### src/rtl/serial_adder.sv
// Multi-cycle adder: WIDTH-bit operands summed DIGIT bits per clock through one digit slice.
// Optional subtract mode (a + ~b + 1) is enabled by defining SERIAL_ADDER_SUB_EN.
module serial_adder #(
    parameter int WIDTH = 8,
    parameter int DIGIT = 1
) (
    input  logic             i_clk,
    input  logic             i_rst,
    input  logic             i_start,
    input  logic [WIDTH-1:0] i_a,
    input  logic [WIDTH-1:0] i_b,
    input  logic             i_cin,
`ifdef SERIAL_ADDER_SUB_EN
    input  logic             i_sub,
`endif
    output logic             o_busy,
    output logic             o_done,
    output logic [WIDTH-1:0] o_s,
    output logic             o_cout,
    output logic             o_ovf,
    output logic [1:0]       o_state
);

    localparam int NDIG = WIDTH / DIGIT;
    localparam int CW   = (NDIG > 1) ? $clog2(NDIG) : 1;
    localparam logic [CW-1:0] LAST = CW'(NDIG - 1);

    typedef enum logic [1:0] {
        S_IDLE = 2'd0,
        S_RUN  = 2'd1,
        S_DONE = 2'd2
    } state_t;

    state_t r_state;
    state_t w_state_next;

    logic [WIDTH-1:0] r_a;
    logic [WIDTH-1:0] r_b;
    logic             r_carry;
    logic [CW-1:0]    r_cnt;
    logic [WIDTH-1:0] r_acc;
    logic [WIDTH-1:0] r_s;
    logic             r_cout;
    logic             r_ovf;

    logic             w_accept;
    logic             w_last;
    logic [WIDTH-1:0] w_b_load;
    logic             w_c_load;
    logic [DIGIT:0]   w_dsum;
    logic             w_cmsb;
    logic [WIDTH-1:0] w_acc_next;

    // Operands are only captured outside RUN, so start during RUN is ignored.
    assign w_accept = i_start && (r_state != S_RUN);
    assign w_last   = (r_state == S_RUN) && (r_cnt == LAST);

`ifdef SERIAL_ADDER_SUB_EN
    assign w_b_load = i_sub ? ~i_b : i_b;
    assign w_c_load = i_sub ? 1'b1 : i_cin;
`else
    assign w_b_load = i_b;
    assign w_c_load = i_cin;
`endif

    assign w_dsum = {1'b0, r_a[DIGIT-1:0]} + {1'b0, r_b[DIGIT-1:0]}
                  + {{DIGIT{1'b0}}, r_carry};
    // Carry into the digit MSB recovered from the MSB sum bit: s = a ^ b ^ c_in.
    assign w_cmsb     = r_a[DIGIT-1] ^ r_b[DIGIT-1] ^ w_dsum[DIGIT-1];
    assign w_acc_next = WIDTH'({w_dsum[DIGIT-1:0], r_acc} >> DIGIT);

    always_ff @(posedge i_clk or posedge i_rst) begin
        if (i_rst) begin
            r_state <= S_IDLE;
        end else begin
            r_state <= w_state_next;
        end
    end

    always_comb begin
        w_state_next = r_state;
        case (r_state)
            S_IDLE:  if (i_start) w_state_next = S_RUN;
            S_RUN:   if (w_last) w_state_next = S_DONE;
            S_DONE:  w_state_next = i_start ? S_RUN : S_IDLE;
            default: w_state_next = S_IDLE;
        endcase
    end

    always_comb begin
        o_busy  = (r_state == S_RUN);
        o_done  = (r_state == S_DONE);
        o_state = r_state;
    end

    always_ff @(posedge i_clk or posedge i_rst) begin
        if (i_rst) begin
            r_a     <= '0;
            r_b     <= '0;
            r_carry <= 1'b0;
            r_cnt   <= '0;
            r_acc   <= '0;
            r_s     <= '0;
            r_cout  <= 1'b0;
            r_ovf   <= 1'b0;
        end else if (w_accept) begin
            r_a     <= i_a;
            r_b     <= w_b_load;
            r_carry <= w_c_load;
            r_cnt   <= '0;
            r_acc   <= '0;
        end else if (r_state == S_RUN) begin
            r_a     <= r_a >> DIGIT;
            r_b     <= r_b >> DIGIT;
            r_carry <= w_dsum[DIGIT];
            r_cnt   <= r_cnt + 1'b1;
            r_acc   <= w_acc_next;
            if (w_last) begin
                r_s    <= w_acc_next;
                r_cout <= w_dsum[DIGIT];
                r_ovf  <= w_cmsb ^ w_dsum[DIGIT];
            end
        end
    end

    assign o_s    = r_s;
    assign o_cout = r_cout;
    assign o_ovf  = r_ovf;

endmodule

### config.mk
export PLATFORM = sky130hd
export DESIGN_NAME = serial_adder
export DESIGN_NICKNAME = d
export VERILOG_FILES = /design/src/rtl/serial_adder.sv
export SDC_FILE = /design/constraint.sdc
export NUM_CORES = 1
export LEC_CHECK = 0
export ABC_AREA = 1
export CORE_MARGIN = 3
export CORE_UTILIZATION = 40
export DETAILED_ROUTE_END_ITERATION = 8
export SLEW_MARGIN = 0
export SYNTH_ARGS = -nofsm -noshare
export SYNTH_HDL_FRONTEND = slang
export SYNTH_SLANG_ARGS = --single-unit
### constraint.sdc
create_clock -name i_clk -period 1.8 [get_ports i_clk]
set_input_delay 0.54 -clock i_clk [delete_from_list [all_inputs] [get_ports i_clk]]
set_output_delay 0.54 -clock i_clk [all_outputs]
set_load 0.005 [all_outputs]
======== Word level (Yosys, flattened, before mapping) ========
Cells that the tools add are included.
storage, ports and cells
  register bits after elaboration ......... 40
  latch bits .............................. 0
  bits in read-only memories .............. 0
  memories ................................ 0
  RAM bits ................................ 0
  input port bits ......................... 20
  logic and storage cells ................. 42
operators by class
  eq/ne operators ......................... 6
  reductions and logical operators ........ 6
  mux-type cells .......................... 14
  order comparisons ....................... 0
  bitwise gates (word level) .............. 4
  $add $sub $neg .......................... 3
  $mul .................................... 0
  shifts and indexed selects .............. 0
  divide/modulo/power cells ............... 0
operators with widths
  kind                                                                      number
  8-bit two-way mux                                                         6
  3-bit two-way mux                                                         2
  2-bit case mux with 3 select lines                                        1
  2-bit two-way mux                                                         2
  2-bit by 1-bit inequality test with 1-bit output (second input constant)  2
  3-bit by 1-bit adder with 3-bit output (second input constant)            1
  3-bit == test (second input constant)                                     1
  1-bit two-way mux                                                         3
  3-bit AND reduction                                                       1
  1-bit bitwise XOR                                                         3
  1-bit by 1-bit adder with 2-bit output                                    1
  2-bit by 1-bit adder with 2-bit output                                    1
  2-bit by 1-bit == test with 1-bit output (second input constant)          1
  2-bit == test (second input constant)                                     1
  1-bit logical AND                                                         2
  2-bit logical NOT                                                         1
  2-bit inequality test (second input constant)                             1
  2-bit AND reduction                                                       1
  2-bit nonzero test                                                        1
  1-bit inverter                                                            1

======== Longest topological paths before layout ========
  depth after elaboration ................. 4
  depth in mapped cells ................... 8

======== Worst setup path before layout ========
Ideal clock, no wire load.
  path kind ............................... flip-flop to output port
  start point ............................. register r_state[0] (netlist: o_state[0])
  end point ............................... output o_busy
  cell stages (with the launch flop) ...... 5
  setup slack ............................. 396 ps
  arrival time ............................ 864 ps
  path through ............................ dfrtp_1 inv_1 nor2_4 buf_4 buf_6
between the ends
  word-level cells in the longest chain between the ends .. 1
ends and longest elaborated chain
  what                                      RTL line  text
  from (decl)                               34        state_t r_state;
  from (signal assigned)                    76        r_state <= w_state_next;
  2-bit by 1-bit == test with 1-bit output  91        o_busy = (r_state == S_RUN);
  to (decl)                                 16        output logic o_busy,
No other way between the ends.

======== Worst setup path after layout ========
  start point ............................. register r_state[0] (netlist: o_state[0])
  end point ............................... output o_state[0]
RTL lines
  what       RTL line  text
  to (decl)  21        output logic [1:0] o_state
No word-level cell between the ends.

==> impl_metrics.tcl <==
set metrics [dict create \
    powerDensity_nw_per_um2 1560 \
    combPwrFrac_pct 41.3 \
    grt_usage_pct 14.4 \
    tns_ns 0 \
    max_stage_delay_ns 0.51 \
    synth-edff-count 0 \
    synth_flop_cell "dfrtp_1" \
    slew_headroom_pct 78.9 \
    start_util_pct 43.7 \
    vias 1305 \
    drt_wl_total_mm 3.14 \
    cts-root-buf "clkbuf_8" \
    die_width_um 70.9 \
    ys_warn_count 0 \
    synthSimpleGateAreaFrac_pct 24.2 \
    grt_pass1_vias 1281 \
    netlist.area_leader.share_pct 57.9 \
    min_period_ns 1.71 \
    cp-start-kind "flop" \
    yosys-mux-area-fraction_pct 0 \
    yosys.area.top_type "dfrtp_1" \
    top_level_ports 34 \
    async_flop_share_pct 100 \
    grt_max_degree 40 \
    yosysMostFrequentCell "nand2_1" \
    cp.required_ns 1.26 \
    cts_buffer_depth 2 \
    outcome "finished, final reports clean" \
    synth_area_um2 1680 \
    synth_compound_area_share_pct 7.28 \
    slowest_stage "clkdlybuf4s50_1" \
    yosysUniqueCellTypes 19 \
    yosysSeqAreaShare_pct 57.9 \
    max_freq_ghz 0.584 \
    yosys-top-cells-count "nand2_1, dfrtp_1, inv_1, nand3_1, o21ai_0" \
    synth_xor_area_share_pct 0 \
    rows 22 \
    diodes 0 \
    swShare_pct 35.9 \
    ir_worst_vdd_v 0.000721 \
    cts_sinks 39 \
    antenna_left 0 \
    internal-power_uw 2170 \
    die_area_um2 5020 \
    hold_viol_final 0 \
    skew_ns 0.00592 \
    clockPowerShare_pct 17.2 \
    wl_met1_mm 1.46 \
    worst_pin_slew_ns 0.316 \
    avgSynthCellArea_um2 9.01 \
    highest-signal-layer "met4" \
    drc 0 \
    htreeDepth 2 \
    yosys.area_share.adder_pct 2.67 \
    power_frac_seq_pct 41.5 \
    setup_viol 0 \
    antenna_found_initial 0 \
    finalWeightedCongestion 0.764 \
    synth_top_family_by_area "simple AND/OR/NAND/NOR gates" \
    crit_arrival_ns 1.17 \
    die_y_um 70.9 \
    synth_seq_cells 39 \
    p_leak_uw 0.00109 \
    avgViaCountPerCell 4.71 \
    wl_met3_um 186 \
    cts_tree "yes" \
    grt_setup_unrepaired "no" \
    cts_buffers 5 \
    drive_gt1_share_pct 9.61 \
    syn_to_final_growth_pct 28.6 \
    grt_pass1_wl_mm 5.70 \
    path_clk_slew_ns 0.08 \
    overflow 0 \
    dp_hpwl_mm 2.18 \
    crit_chain "clkdlybuf4s50_1" \
    routedWlPerCell_um 11.3 \
    wl_met2_mm 1.43 \
    drv_slew 0 \
    path_class "reg2out" \
    first_pass_iters 4 \
    min_path_type "reg2reg" \
    path_buf_inv 1 \
    critPathCaptureType "primary output" \
    num-nets-final 251 \
    drv_cap 0 \
    drt_iter0_drc 78 \
    synthCells 187 \
    cp_top_family "buffers and inverters" \
    critPathMaxFanout 3 \
    hold-worst-slack_ns 0.477 \
    syn_nets 210 \
    p_switching_uw 1220 \
    io_buffers 33 \
    min_period_over_period_pct 95.2 \
    clkLatencyLatePin_ns 0.29 \
    core_area_um2 3850 \
    synthTopCellsByArea "dfrtp_1, nand2_1, nand3_1" \
]
## routing by layer
layer  vias up  track usage, %
met5         -               0
met1       597            17.6
li1        670               -
met2        31            23.2
met3         7            5.40
met4         0            5.64
## per-stage QoR
step	std cells	utilization [%]	worst slack (ns)	instance area (µm²)	power, µW
floorplan	187	-	0.371	1680	2340
global placement	266	53.4	0.102	2060	2770
detailed placement	266	53.4	0.0935	2060	2820
CTS	277	56.2	0.00477	2160	3430
global route	277	56.2	0.0224	2170	3720
finish	277	56.2	0.0864	2170	3390
## power groups by stage
stage / Sequential, µW / Clock [µW] / Combinational, µW
finish: 1400 / 583 / 1400
floorplan: 1410 / 0 / 927
global route: 1460 / 647 / 1620
detailed placement: 1440 / 0 / 1380
global placement: 1420 / 0 / 1350
CTS: 1410 / 595 / 1430
## what timing repair did
item | 4_1_cts | 5_1_grt
buffers inserted | 3 | 0
pin swaps | 0 | 0
gates resized for setup | 2 | 4
hold buffers | 0 | 0
setup endpoints to repair | 3 | 13
endpoints found under the hold margin | 0 | 0
## cells in the final DEF (no fill, tap or decap), types with 2 or more instances in the layout
cell             instances
buf_4                    7
nand2_2                  2
o211ai_1                 3
o22ai_1                  8
nand3_1                 13
dfrtp_1                 39
o21ai_0                  9
nor2_1                   2
clkbuf_8                 5
inv_1                   17
nand2_1                 79
ha_1                     2
clkdlybuf4s50_1         30
## layout make-up
class	count	area, µm²
inverter	18	67.6
fill	364	1690
sequential	39	976
multi-input combinational	123	578
timing repair buffer	41	399
clock inverter	2	12.5
clock buffer	6	72.6
tap	48	60.1
## worst register-to-register path: cells and delay by family (launching register included)
| family | cells | cell delay, ns |
|---|---|---|
| buffers and inverters | 2 | 0.24 |
| AND/OR/NAND/NOR | 5 | 0.28 |
| adder cells (fa/ha/maj) | 1 | 0.50 |
| flip-flops | 1 | 0.39 |
## kinds of logic after synthesis
logic type               count (synthesis)
adder cells (fa/ha/maj)                  3
AND/OR/NAND/NOR                         99
buffers and inverters                   25
AO/OA/AOI/OAI                           21
flip-flops                              39
## sequential cells by signal, indices dropped and copies added, names as in the netlist
signal / count
r_acc: 7
o_ovf: 1
o_s: 8
r_carry: 1
r_a: 8
r_b: 8
o_cout: 1
o_state: 2
r_cnt: 3
## path summary, 6_finish.rpt
| check | slack (ns) | end | cells after the start | from |
|---|---|---|---|---|
| min in group asynchronous | 0.60 | o_s[1]$_DFFE_PP0P_ | 3 | i_rst |
| hold reg to reg | 0.48 | r_a[7]$_DFFE_PP0P_ | 2 | r_a[7]$_DFFE_PP0P_ |
| setup / recovery | 0.09 | o_state[0] | 1 | o_state[0]$_DFFE_PP0P_ |
| hold / removal | 0.48 | r_a[7]$_DFFE_PP0P_ | 2 | r_a[7]$_DFFE_PP0P_ |
| max in group asynchronous | 1.01 | r_b[0]$_DFFE_PP0P_ | 3 | i_rst |
| setup reg to reg | 0.27 | o_ovf$_DFFE_PP0P_ | 8 | r_b[0]$_DFFE_PP0P_ |
Power figures use the tool's default switching activity.
